**src/rtl/fetch_queue_pkg.sv**
```systemverilog
// Shared constants for the fetch stage: default widths, reset PC, PC step and empty-head value.
package fetch_queue_pkg;

   localparam int unsigned XLEN_DEFAULT     = 32;
   localparam int unsigned RESET_PC_DEFAULT = 0;
   localparam int unsigned PC_STEP          = 4;
   localparam int unsigned EMPTY_INSTR      = 0;
   localparam int unsigned PERF_W           = 32;

   // Saturating increment for the performance counters.
   function automatic logic [PERF_W-1:0] sat_inc(input logic [PERF_W-1:0] v);
      return (v == '1) ? v : v + PERF_W'(1);
   endfunction

endpackage

```
**src/rtl/fetch_fifo.sv**
```systemverilog
// Generic synchronous FIFO with flush; DEPTH must be a power of two (>= 2).
module fetch_fifo #(
   parameter int unsigned WIDTH = 96,
   parameter int unsigned DEPTH = 4,
   localparam int unsigned AW   = $clog2(DEPTH),
   localparam int unsigned CW   = AW + 1
) (
   input  logic             clk,
   input  logic             rst,
   input  logic             i_push,
   input  logic             i_pop,
   input  logic             i_flush,
   input  logic [WIDTH-1:0] i_wdata,
   output logic [WIDTH-1:0] o_rdata,
   output logic [CW-1:0]    o_count,
   output logic             o_full,
   output logic             o_empty
);

   logic [WIDTH-1:0] r_mem [DEPTH];
   logic [AW-1:0]    r_wr_ptr;
   logic [AW-1:0]    r_rd_ptr;
   logic [CW-1:0]    r_count;
   logic             w_push;
   logic             w_pop;

   assign o_full  = (r_count == CW'(DEPTH));
   assign o_empty = (r_count == '0);
   assign w_push  = i_push & ~o_full & ~i_flush;
   assign w_pop   = i_pop & ~o_empty & ~i_flush;
   assign o_rdata = r_mem[r_rd_ptr];
   assign o_count = r_count;

   // Pointers wrap naturally because DEPTH is a power of two.
   always_ff @(posedge clk or posedge rst) begin
      if (rst) begin
         r_wr_ptr <= '0;
         r_rd_ptr <= '0;
         r_count  <= '0;
      end else if (i_flush) begin
         r_wr_ptr <= '0;
         r_rd_ptr <= '0;
         r_count  <= '0;
      end else begin
         if (w_push) r_wr_ptr <= r_wr_ptr + AW'(1);
         if (w_pop)  r_rd_ptr <= r_rd_ptr + AW'(1);
         case ({w_push, w_pop})
            2'b10:   r_count <= r_count + CW'(1);
            2'b01:   r_count <= r_count - CW'(1);
            default: r_count <= r_count;
         endcase
      end
   end

   always_ff @(posedge clk) begin
      if (w_push) r_mem[r_wr_ptr] <= i_wdata;
   end

endmodule

```
**src/rtl/fetch_queue.sv**
```systemverilog
// Instruction fetch stage: PC, stall-tolerant memory requests, redirect flush and a head FIFO.
// Optional performance counters enabled by defining FETCH_QUEUE_PERF_EN.
module fetch_queue
   import fetch_queue_pkg::*;
#(
   parameter int unsigned    XLEN     = XLEN_DEFAULT,
   parameter int unsigned    DEPTH    = 4,
   parameter logic [XLEN-1:0] RESET_PC = XLEN'(RESET_PC_DEFAULT)
) (
   input  logic            clk,
   input  logic            rst,
   output logic            imem_en,
   output logic [XLEN-1:0] imem_addr,
   input  logic [XLEN-1:0] imem_rdata,
   input  logic            imem_ready,
   input  logic            redirect_valid,
   input  logic [XLEN-1:0] redirect_addr,
   input  logic            deq,
   output logic            instr_valid,
   output logic [XLEN-1:0] instr,
   output logic [XLEN-1:0] instr_pc,
   output logic [XLEN-1:0] instr_pc_step,
   output logic            redirect_stall
`ifdef FETCH_QUEUE_PERF_EN
   ,
   output logic [PERF_W-1:0] perf_fetched,
   output logic [PERF_W-1:0] perf_imem_stall,
   output logic [PERF_W-1:0] perf_flushes
`endif
);

   localparam int unsigned FW = 3 * XLEN;
   localparam int unsigned CW = $clog2(DEPTH) + 1;

   logic [XLEN-1:0] r_pc;
   logic [XLEN-1:0] w_pc_step;
   logic            w_req;
   logic            w_push;
   logic            w_pop;
   logic            w_full;
   logic            w_empty;
   logic [CW-1:0]   w_count;
   logic [FW-1:0]   w_head;
   logic            w_unused_bits;

   assign w_pc_step = r_pc + XLEN'(PC_STEP);

   // w_req is the request intent before redirect suppression.
   assign w_req          = ~w_full;
   assign imem_en        = w_req & ~redirect_valid;
   assign imem_addr      = r_pc;
   assign w_push         = imem_en & imem_ready;
   assign w_pop          = deq & ~w_empty & ~redirect_valid;
   assign redirect_stall = redirect_valid & w_req & ~imem_ready;

   always_ff @(posedge clk or posedge rst) begin
      if (rst)                 r_pc <= RESET_PC;
      else if (redirect_valid) r_pc <= {redirect_addr[XLEN-1:2], 2'b00};
      else if (w_push)         r_pc <= w_pc_step;
   end

   fetch_fifo #(
      .WIDTH (FW),
      .DEPTH (DEPTH)
   ) u_fifo (
      .clk     (clk),
      .rst     (rst),
      .i_push  (w_push),
      .i_pop   (w_pop),
      .i_flush (redirect_valid),
      .i_wdata ({imem_rdata, r_pc, w_pc_step}),
      .o_rdata (w_head),
      .o_count (w_count),
      .o_full  (w_full),
      .o_empty (w_empty)
   );

   assign instr_valid   = ~w_empty;
   assign instr         = w_empty ? XLEN'(EMPTY_INSTR) : w_head[3*XLEN-1:2*XLEN];
   assign instr_pc      = w_empty ? XLEN'(EMPTY_INSTR) : w_head[2*XLEN-1:XLEN];
   assign instr_pc_step = w_empty ? XLEN'(EMPTY_INSTR) : w_head[XLEN-1:0];

   // Redirect targets are word-aligned, so the low address bits are dropped.
   assign w_unused_bits = ^{redirect_addr[1:0], w_count};

`ifdef FETCH_QUEUE_PERF_EN
   logic [PERF_W-1:0] r_perf_fetched;
   logic [PERF_W-1:0] r_perf_imem_stall;
   logic [PERF_W-1:0] r_perf_flushes;

   always_ff @(posedge clk or posedge rst) begin
      if (rst) begin
         r_perf_fetched    <= '0;
         r_perf_imem_stall <= '0;
         r_perf_flushes    <= '0;
      end else begin
         if (w_push)                r_perf_fetched    <= sat_inc(r_perf_fetched);
         if (imem_en & ~imem_ready) r_perf_imem_stall <= sat_inc(r_perf_imem_stall);
         if (redirect_valid)        r_perf_flushes    <= sat_inc(r_perf_flushes);
      end
   end

   assign perf_fetched    = r_perf_fetched;
   assign perf_imem_stall = r_perf_imem_stall;
   assign perf_flushes    = r_perf_flushes;
`endif

endmodule
```
**config.mk**
```make
export PLATFORM = sky130hd
export DESIGN_NAME = fetch_queue
export DESIGN_NICKNAME = d
export VERILOG_FILES = /design/src/rtl/fetch_queue_pkg.sv /design/src/rtl/fetch_fifo.sv /design/src/rtl/fetch_queue.sv
export SDC_FILE = /design/constraint.sdc
export NUM_CORES = 1
export LEC_CHECK = 0
export CORE_ASPECT_RATIO = 2
export CORE_MARGIN = 2
export CORE_UTILIZATION = 51
export CTS_BUF_LIST = sky130_fd_sc_hd__clkbuf_16
export DETAILED_ROUTE_END_ITERATION = 16
export PLACE_DENSITY = 0.88
export SETUP_SLACK_MARGIN = 0.4
export SYNTH_ARGS = -nofsm -noshare
export SYNTH_HDL_FRONTEND = slang
export SYNTH_HIERARCHICAL = 1
export SYNTH_SLANG_ARGS = --single-unit
```
**constraint.sdc**
```tcl
create_clock -name clk -period 4.3 [get_ports clk]
set_input_delay 1.075 -clock clk [delete_from_list [all_inputs] [get_ports clk]]
set_output_delay 1.075 -clock clk [all_outputs]
set_load 0.03 [all_outputs]
```
==> metrics.md, run 1 <==
| Metric | Value |
|---|---|
| Via density | `5.63` |
| Worst R2R Path Depth | `10` |
| Num ports | `200` |
| Clk sinks | `421` |
| Lkg Pwr | `6.68 nW` |
| Syn Std Cell Area | `17,200 µm²` |
| Synthesis-to-layout area growth | `22.2%` |
| WP data arrival | `2720 ps` |
| GP Congestion | `0.830` |
| Final Cycle Share | `0.883` |
| Crit Path Class | `reg -> out` |
| Cell Chain, Critical Path | `buf_12 > mux4_2 > nor2b_1 > clkdlybuf4s50_1` |
| Iter 0 DRT Violations | `796` |
| Met1 usage | `0.233` |
| Register area | `12,500 µm²` |
| Num CTS Buffers | `35` |
| Gr busiest metal | `met2` |
| GRT overflow | `0` |
| Top post-synthesis cells by area | `edfxtp_1 67%, mux4_2 13%, dfrtp_1 5.4%` |
| Cell with the most instances after synthesis | `edfxtp_1` |
| Ratio of cells with drive above 1 in the final layout | `0.165` |
| Seq/Total Area, Yosys | `0.724` |
| Multi-input logic area | `4490 µm²` |
| Number of flops mapped to enable cells by yosys | `384` |
| Die width | `134 µm` |
| Hold EP | `u_fifo/r_wr_ptr[1]` |
| GRT Overall Usage | `0.206` |
| Final WS setup | `501 ps` |
| Chip Height | `264 µm` |
| Status | `finished, final reports clean` |
| #FFs+latches synth | `421` |
| Core Rows | `95` |
| Critical path capture point type | `output port` |
| Cell variety after synth | `43` |
| Pre-CTS setup slack | `320 ps` |
| Critical Path Slowest Stage Cell | `clkdlybuf4s50_1` |
| Ys async rst share | `0.0879` |
| DP HPWL | `23.4 mm` |
| Commonest cells in the netlist | `384 x edfxtp_1, 97 x nor2b_1, 96 x mux4_2` |
| Final ANT Viol Nets | `0` |
| Clock latency on the worst-skew pair | `520 ps` |
| Clock transition at the registers of the reported paths | `60 ps` |
| Root Driver | `clkbuf_16` |
| CP peak stage delay | `630 ps` |
| Reg2reg start | `u_fifo/o_count[0]` |
| DIE AREA | `35,300 µm²` |
| Met2 Use GR | `0.388` |
| Worst-Margin Slew | `718 ps` |
| Port bufs | `195` |
| Max_slew headroom | `0.520` |
| DRC violations left | `0` |
| Initial antenna violation count | `2` |
| Yosys top cell by area | `edfxtp_1` |
| Total wire length | `36.2 mm` |
| FF-to-FF End | `u_fifo/o_count[2]` |
| Met3 Use GR | `0.0236` |
| Post-route cell area | `21,000 µm²` |
| Tightest Hold Check Type | `reg -> reg` |
| Initial Utilization | `0.515` |
| Worst reg2reg setup slack | `900 ps` |
| Hold Path Stages | `2` |
| Cells after synthesis | `952` |
| First-pass GRT wire length | `54.8 mm` |
| Setup-failing EPs final | `0` |
| Core area | `33,400 µm²` |
| WP buf/inv | `2` |
| Power Dens Cells | `403 nW/µm²` |
| Fin. Hold Viols | `0` |
| Wirelength per Cell | `22.1 µm` |
| Largest net degree at the start of global routing | `70` |
| CTS tree | `done` |
| RSZ-0062 raised after global routing | `false` |
| Vias in the first global route | `9,637` |
| Dominant synthesized flop cell | `edfxtp_1` |
| Top cell type's share of synthesized area | `0.670` |
| Setup crit start kind | `flop` |
| CP Max Fanout | `22` |
| Worst vdd ir | `0.000353 V` |
| Hold-fix buffers at CTS | `0` |
| Setup TNS | `0 ps` |
| Slew Viols, Final | `0` |
| FMAX | `263 MHz` |
| Final nets | `1,249` |
| Ys Warns | `6` |
| Vias | `9,223` |
| TritonRoute pass-1 iters | `5` |
| Filler Cells Inserted | `2,315` |
| # Max-Cap Violations | `0` |
| H-tree lvl count | `2` |
| Fin crit period | `3800 ps` |
| Post-layout util | `0.630` |
| Placed inst area | `19,800 µm²` |
| CP top delay family | `buffers and inverters` |
| Avg Cell Area, Syn | `18.1 µm²` |
| CP Data Required Time | `3220 ps` |
| Min-delay src | `u_fifo/r_wr_ptr[1]` |
| Fin Clk Skew | `24.8 ps` |
| Max Root-Sink Buffers | `3` |
-- worst reg2reg max path, stage by stage (launching register included) --
cell and delay (ps):
dfrtp_1 520, or2_2 230, nor2_1 120, nand2b_1 190, nor2_1 560, o21ai_0 280
nor3b_1 230, fa_1 450, nor4b_1 390, o21ai_0 150, a31oi_1 180
-- cell usage in the layout, fill, tap and decap left out, drive strengths merged --
cell	count
or3	6
nor4	6
conb	18
mux2i	2
diode	2
o211ai	1
mux2	1
nor2b	97
and2	5
nor3	13
a31oi	1
mux4	96
xor2	26
bufinv	6
fa	1
buf	34
and3	2
nor3b	3
o311a	1
or2	3
clkdlybuf4s50	194
nand3b	1
xnor2	35
nand3	18
dfrtp	37
nand4	12
or4	1
nor2	28
clkbuf	35
clkinv	13
nor4b	1
edfxtp	384
clkinvlp	1
nand2b	3
o21ai	37
ha	5
nand2	51
a21oi	2
inv	16
and4	3
-- worst max-delay path by stage --
stage | start | to | slack [ps] | cells past startpoint
2_1_floorplan | redirect_valid | u_fifo/r_mem[0][0] | 490 | 7
3_3_place_gp | imem_ready | u_fifo/r_mem[0][57] | 460 | 7
3_5_place_dp | imem_ready | u_fifo/r_mem[0][55] | 320 | 7
4_1_cts | u_fifo/r_rd_ptr[1] | instr[30] | 450 | 4
5_1_grt | u_fifo/r_rd_ptr[0] | instr_pc[24] | 440 | 4
6_report | u_fifo/r_rd_ptr[0] | instr_pc[24] | 500 | 4
-- cells by family after synthesis --
kind of cell,after synthesis,share of synthesized area
AO/OA/AOI/OAI,42,0.0129
XOR/XNOR,61,0.0310
adder cells (fa/ha/maj),6,0.00480
buffers and inverters,69,0.0202
flip-flops,421,0.724
multiplexers,99,0.127
other,1,0.000218
AND/OR/NAND/NOR,253,0.0797
-- per-stage QoR --
step	power (mW)	instances	hold slack, ps
finish	8.48	1637	621
global route	8.71	1637	634
CTS	8.55	1635	622
detailed placement	5.33	1570	606
global placement	5.30	1570	556
floorplan	5.04	969	542
-- cell type report --
class | count | area share
Clock buffer | 35 | 0.0416
Tap cell | 436 | 0.0259
Clock inverter | 27 | 0.0138
Sequential cell | 421 | 0.592
Timing Repair Buffer | 228 | 0.111
Antenna cell | 2 | 0.000238
Multi-Input combinational cell | 479 | 0.213
Inverter | 9 | 0.00161
-- metal layers --
layer	vias to the layer above	wire length, µm	share of wire
li1	4086	-	-
met1	4715	12700	0.35
met2	343	20300	0.56
met3	79	1830	0.050
met4	0	1320	0.036
met5	-	0	0
-- sequential cells by signal, summed over array words and instances (netlist names) --
register	count
imem_addr	30
u_fifo/o_count	3
u_fifo/r_mem	384
u_fifo/r_rd_ptr	2
u_fifo/r_wr_ptr	2
-- report_power, final --
part	total [mW]	switching [mW]	internal, mW
Clock	3.24	1.38	1.86
Combinational	0.553	0.314	0.238
Sequential	4.68	0.100	4.58
-- repair_timing --
item / 4_1_cts / 5_1_grt
setup buffers: 3 / 0
endpoints found under the setup margin: 79 / 2
pin swaps: 0 / 0
cloned: 0 / 0
gates resized for setup: 1 / 1
(Power assumes the default switching activity.)
==> run 2: changes to the inputs <==
- CORE_UTILIZATION: 51 -> 35
- GPL_TIMING_DRIVEN: not set -> 0
- HOLD_SLACK_MARGIN: not set -> 0.02
- PLACE_DENSITY: 0.88 -> 0.67
==> run 2 against run 1 <==
Effect of this change:
- count of clock-buffer cells in the layout is 6 higher
- critical path type unchanged
- design area up 2.4%
- highest routed layer unchanged
- wire length up 14%
- power is 1.2% higher
- cell count up 15%
- critical path depth increased by 1
- via count is 2.9% higher
- non-clock buffer count is 32 higher
==> metrics.md, run 2 (same netlist as run 1, synthesis figures left out) <==
| Metric | Value |
|---|---|
| RSZ-0062 raised after global routing | `false (unchanged)` |
| H-tree lvl count | `2 (unchanged)` |
| TritonRoute pass-1 iters | `5 (unchanged)` |
| Tightest Hold Check Type | `reg -> reg (unchanged)` |
| CP top delay family | `buffers and inverters (unchanged)` |
| First-pass GRT wire length | `59.2 mm (was 54.8 mm)` |
| Ant. Diodes | `0 (was 2)` |
| Vias in the first global route | `9,663 (was 9,637)` |
| Initial antenna violation count | `0 (was 2)` |
| Highest Signal Layer | `met4 (unchanged)` |
| Power Dens Cells | `398 nW/µm² (was 403 nW/µm²)` |
| Worst reg2reg setup slack | `620 ps (was 900 ps)` |
| Total wire length | `41.3 mm (was 36.2 mm)` |
| WP data arrival | `2730 ps (was 2720 ps)` |
| Hold EP | `u_fifo/r_mem[2][47] (was u_fifo/r_wr_ptr[1])` |
| Most flop-heavy register | `u_fifo/r_mem (unchanged)` |
| Vias | `9,489 (was 9,223)` |
| Status | `finished, final reports clean (unchanged)` |
| Setup-failing EPs final | `0 (unchanged)` |
| Placed inst area | `20,100 µm² (was 19,800 µm²)` |
| CP peak stage delay | `610 ps (was 630 ps)` |
| GRT Overall Usage | `0.152 (was 0.206)` |
| Fin Clk Skew | `25.1 ps (was 24.8 ps)` |
| FMAX | `263 MHz (about the same)` |
| Most frequent cells in the layout | `384 x edfxtp_1, 179 x clkdlybuf4s50_1, 97 x nor2b_1 (was 384 x edfxtp_1, 194 x clkdlybuf4s50_1, 97 x nor2b_1)` |
| Post-route cell area | `21,500 µm² (was 21,000 µm²)` |
| Chip Height | `318 µm (was 264 µm)` |
| Num CTS Buffers | `40 (was 35)` |
| Die width | `161 µm (was 134 µm)` |
| Largest net degree at the start of global routing | `56 (was 70)` |
| Setup crit start kind | `flop (unchanged)` |
| Core Rows | `115 (was 95)` |
| WL met2 | `20.1 mm (was 20.3 mm)` |
| Max_slew headroom | `0.185 (was 0.520)` |
| CP Max Fanout | `10 (was 22)` |
| # Max-Cap Violations | `0 (unchanged)` |
| DIE AREA | `51,100 µm² (was 35,300 µm²)` |
| Final nets | `1,293 (was 1,249)` |
| Wirelength per Cell | `21.8 µm (was 22.1 µm)` |
| GRT overflow | `0 (unchanged)` |
| Commonest non-fill, non-tap cell in the layout | `edfxtp_1 (unchanged)` |
| Lkg Pwr | `7.06 nW (was 6.68 nW)` |
| Slew Viols, Final | `0 (unchanged)` |
| Core area | `48,900 µm² (was 33,400 µm²)` |
| Clock latency on the worst-skew pair | `540 ps (was 520 ps)` |
| Cell Chain, Critical Path | `nor3_4 > clkbuf_4 > clkbuf_2 > nor2b_1 > clkdlybuf4s50_1 (was buf_12 > mux4_2 > nor2b_1 > clkdlybuf4s50_1)` |
| Max reg flops | `384 (unchanged)` |
| Fin. Hold Viols | `0 (unchanged)` |
| FF-to-FF End | `u_fifo/r_mem[3][60] (was u_fifo/o_count[2])` |
| CP Data Required Time | `3220 ps (about the same)` |
| Num ports | `200 (unchanged)` |
| Ratio of cells with drive above 1 in the final layout | `0.179 (was 0.165)` |
| GP Congestion | `0.813 (was 0.830)` |
| Initial Utilization | `0.352 (was 0.515)` |
| Final ANT Viol Nets | `0 (unchanged)` |
| Final Cycle Share | `0.884 (was 0.883)` |
| Iter 0 DRT Violations | `769 (was 796)` |
| CTS tree | `done (unchanged)` |
| Reg2reg start | `u_fifo/o_count[0] (unchanged)` |
| Critical Path Slowest Stage Cell | `clkdlybuf4s50_1 (unchanged)` |
| Met1 Wirelength | `16.8 mm (was 12.7 mm)` |
| Clock transition at the registers of the reported paths | `60 ps (about the same)` |
| Hold Path Stages | `0 (was 2)` |
| Critical path capture point type | `output port (unchanged)` |
| Crit path from | `u_fifo/o_count[1] (was u_fifo/r_rd_ptr[0])` |
| DRC violations left | `0 (unchanged)` |
| Max Root-Sink Buffers | `3 (unchanged)` |
| Post-layout util | `0.440 (was 0.630)` |
| DP HPWL | `26.2 mm (was 23.4 mm)` |
| WP buf/inv | `3 (was 2)` |
| Worst-Margin Slew | `1220 ps (was 718 ps)` |
| Root Driver | `clkbuf_16 (unchanged)` |
| Via density | `5.02 (was 5.63)` |
| Clk sinks | `421 (unchanged)` |
| Fin crit period | `3800 ps (about the same)` |
| Port bufs | `194 (was 195)` |
| Worst vdd ir | `0.000353 V (about the same)` |
| Synthesis-to-layout area growth | `25.1% (was 22.2%)` |
| Min-delay src | `imem_addr[15] (was u_fifo/r_wr_ptr[1])` |
| Worst R2R Path Depth | `10 (unchanged)` |
| Routed met3 length | `3.28 mm (was 1.83 mm)` |
| Crit Path Class | `reg -> out (unchanged)` |
run 2: cell types whose count changed in the layout (fill, tap and decap cells not counted), sizes merged, moves of 3 or more:
cell,delta
clkdlybuf4s50,-15
and2,+7
inv,+3
clkbuf,+41
bufinv,-4
buf,-3
clkinv,+5
dlymetal6s2s,+11
dlygate4sd2,+4
run 2: where the power goes:
group          internal, mW  total (mW)  switching [mW]
Clock                  1.85        3.32            1.46
Sequential             4.59        4.67          0.0878
Combinational         0.244       0.592           0.348
Total                  6.68        8.58            1.90
run 2: metal layers:
layer / global-route usage / vias to the layer above
met5: 0 / -
met2: 0.249 / 439
met1: 0.206 / 4796
met3: 0.0352 / 62
met4: 0.0391 / 0
li1: - / 4192
run 2: worst max path at each step:
stage / end / slack [ps] / cells after the start
2_1_floorplan: u_fifo/r_mem[0][0] / 490 / 7
6_report: instr_pc_step[8] / 500 / 5
5_1_grt: u_fifo/r_mem[3][60] / 370 / 9
3_5_place_dp: u_fifo/r_mem[1][18] / -120 / 9
3_3_place_gp: u_fifo/r_mem[3][20] / -1140 / 8
4_1_cts: instr[7] / 400 / 5
run 2: timing repair:
item,4_1_cts,5_1_grt
setup buffers,3,0
hold buffers,0,0
cloned,0,7
pin swaps,1,4
endpoints found under the setup margin,98,250
gates resized for setup,26,22
run 2: final cells by class:
type | instances | area (µm²)
fill | 4301 | 27400
sequential | 421 | 12500
multi-input combinational | 486 | 4550
timing repair buffer | 201 | 2110
clock buffer | 41 | 1030
tap | 643 | 805
buffer | 59 | 357
clock inverter | 30 | 198
inverter | 9 | 33.8
run 2: per-stage QoR:
step	setup WS, ps	power, mW	hold slack [ps]	cells	TNS (ps)
after floorplan	488	5.04	542	969	0
after global placement	-1140	5.32	539	1806	-436930
after detailed placement	-122	5.34	550	1810	-19680
after CTS	400	8.65	564	1883	0
after global routing	366	8.85	609	1890	0
final	497	8.58	569	1890	0
run 2: worst register-to-register path, stage by stage (launching register included):
cell and delay [ps]:
dfrtp_1 540, or2_2 240, nor2_1 90, nand2b_1 180, clkbuf_1 280, nor2_1 220
clkbuf_1 380, o21ai_2 200, nor2_4 320, and2_4 490, buf_16 330
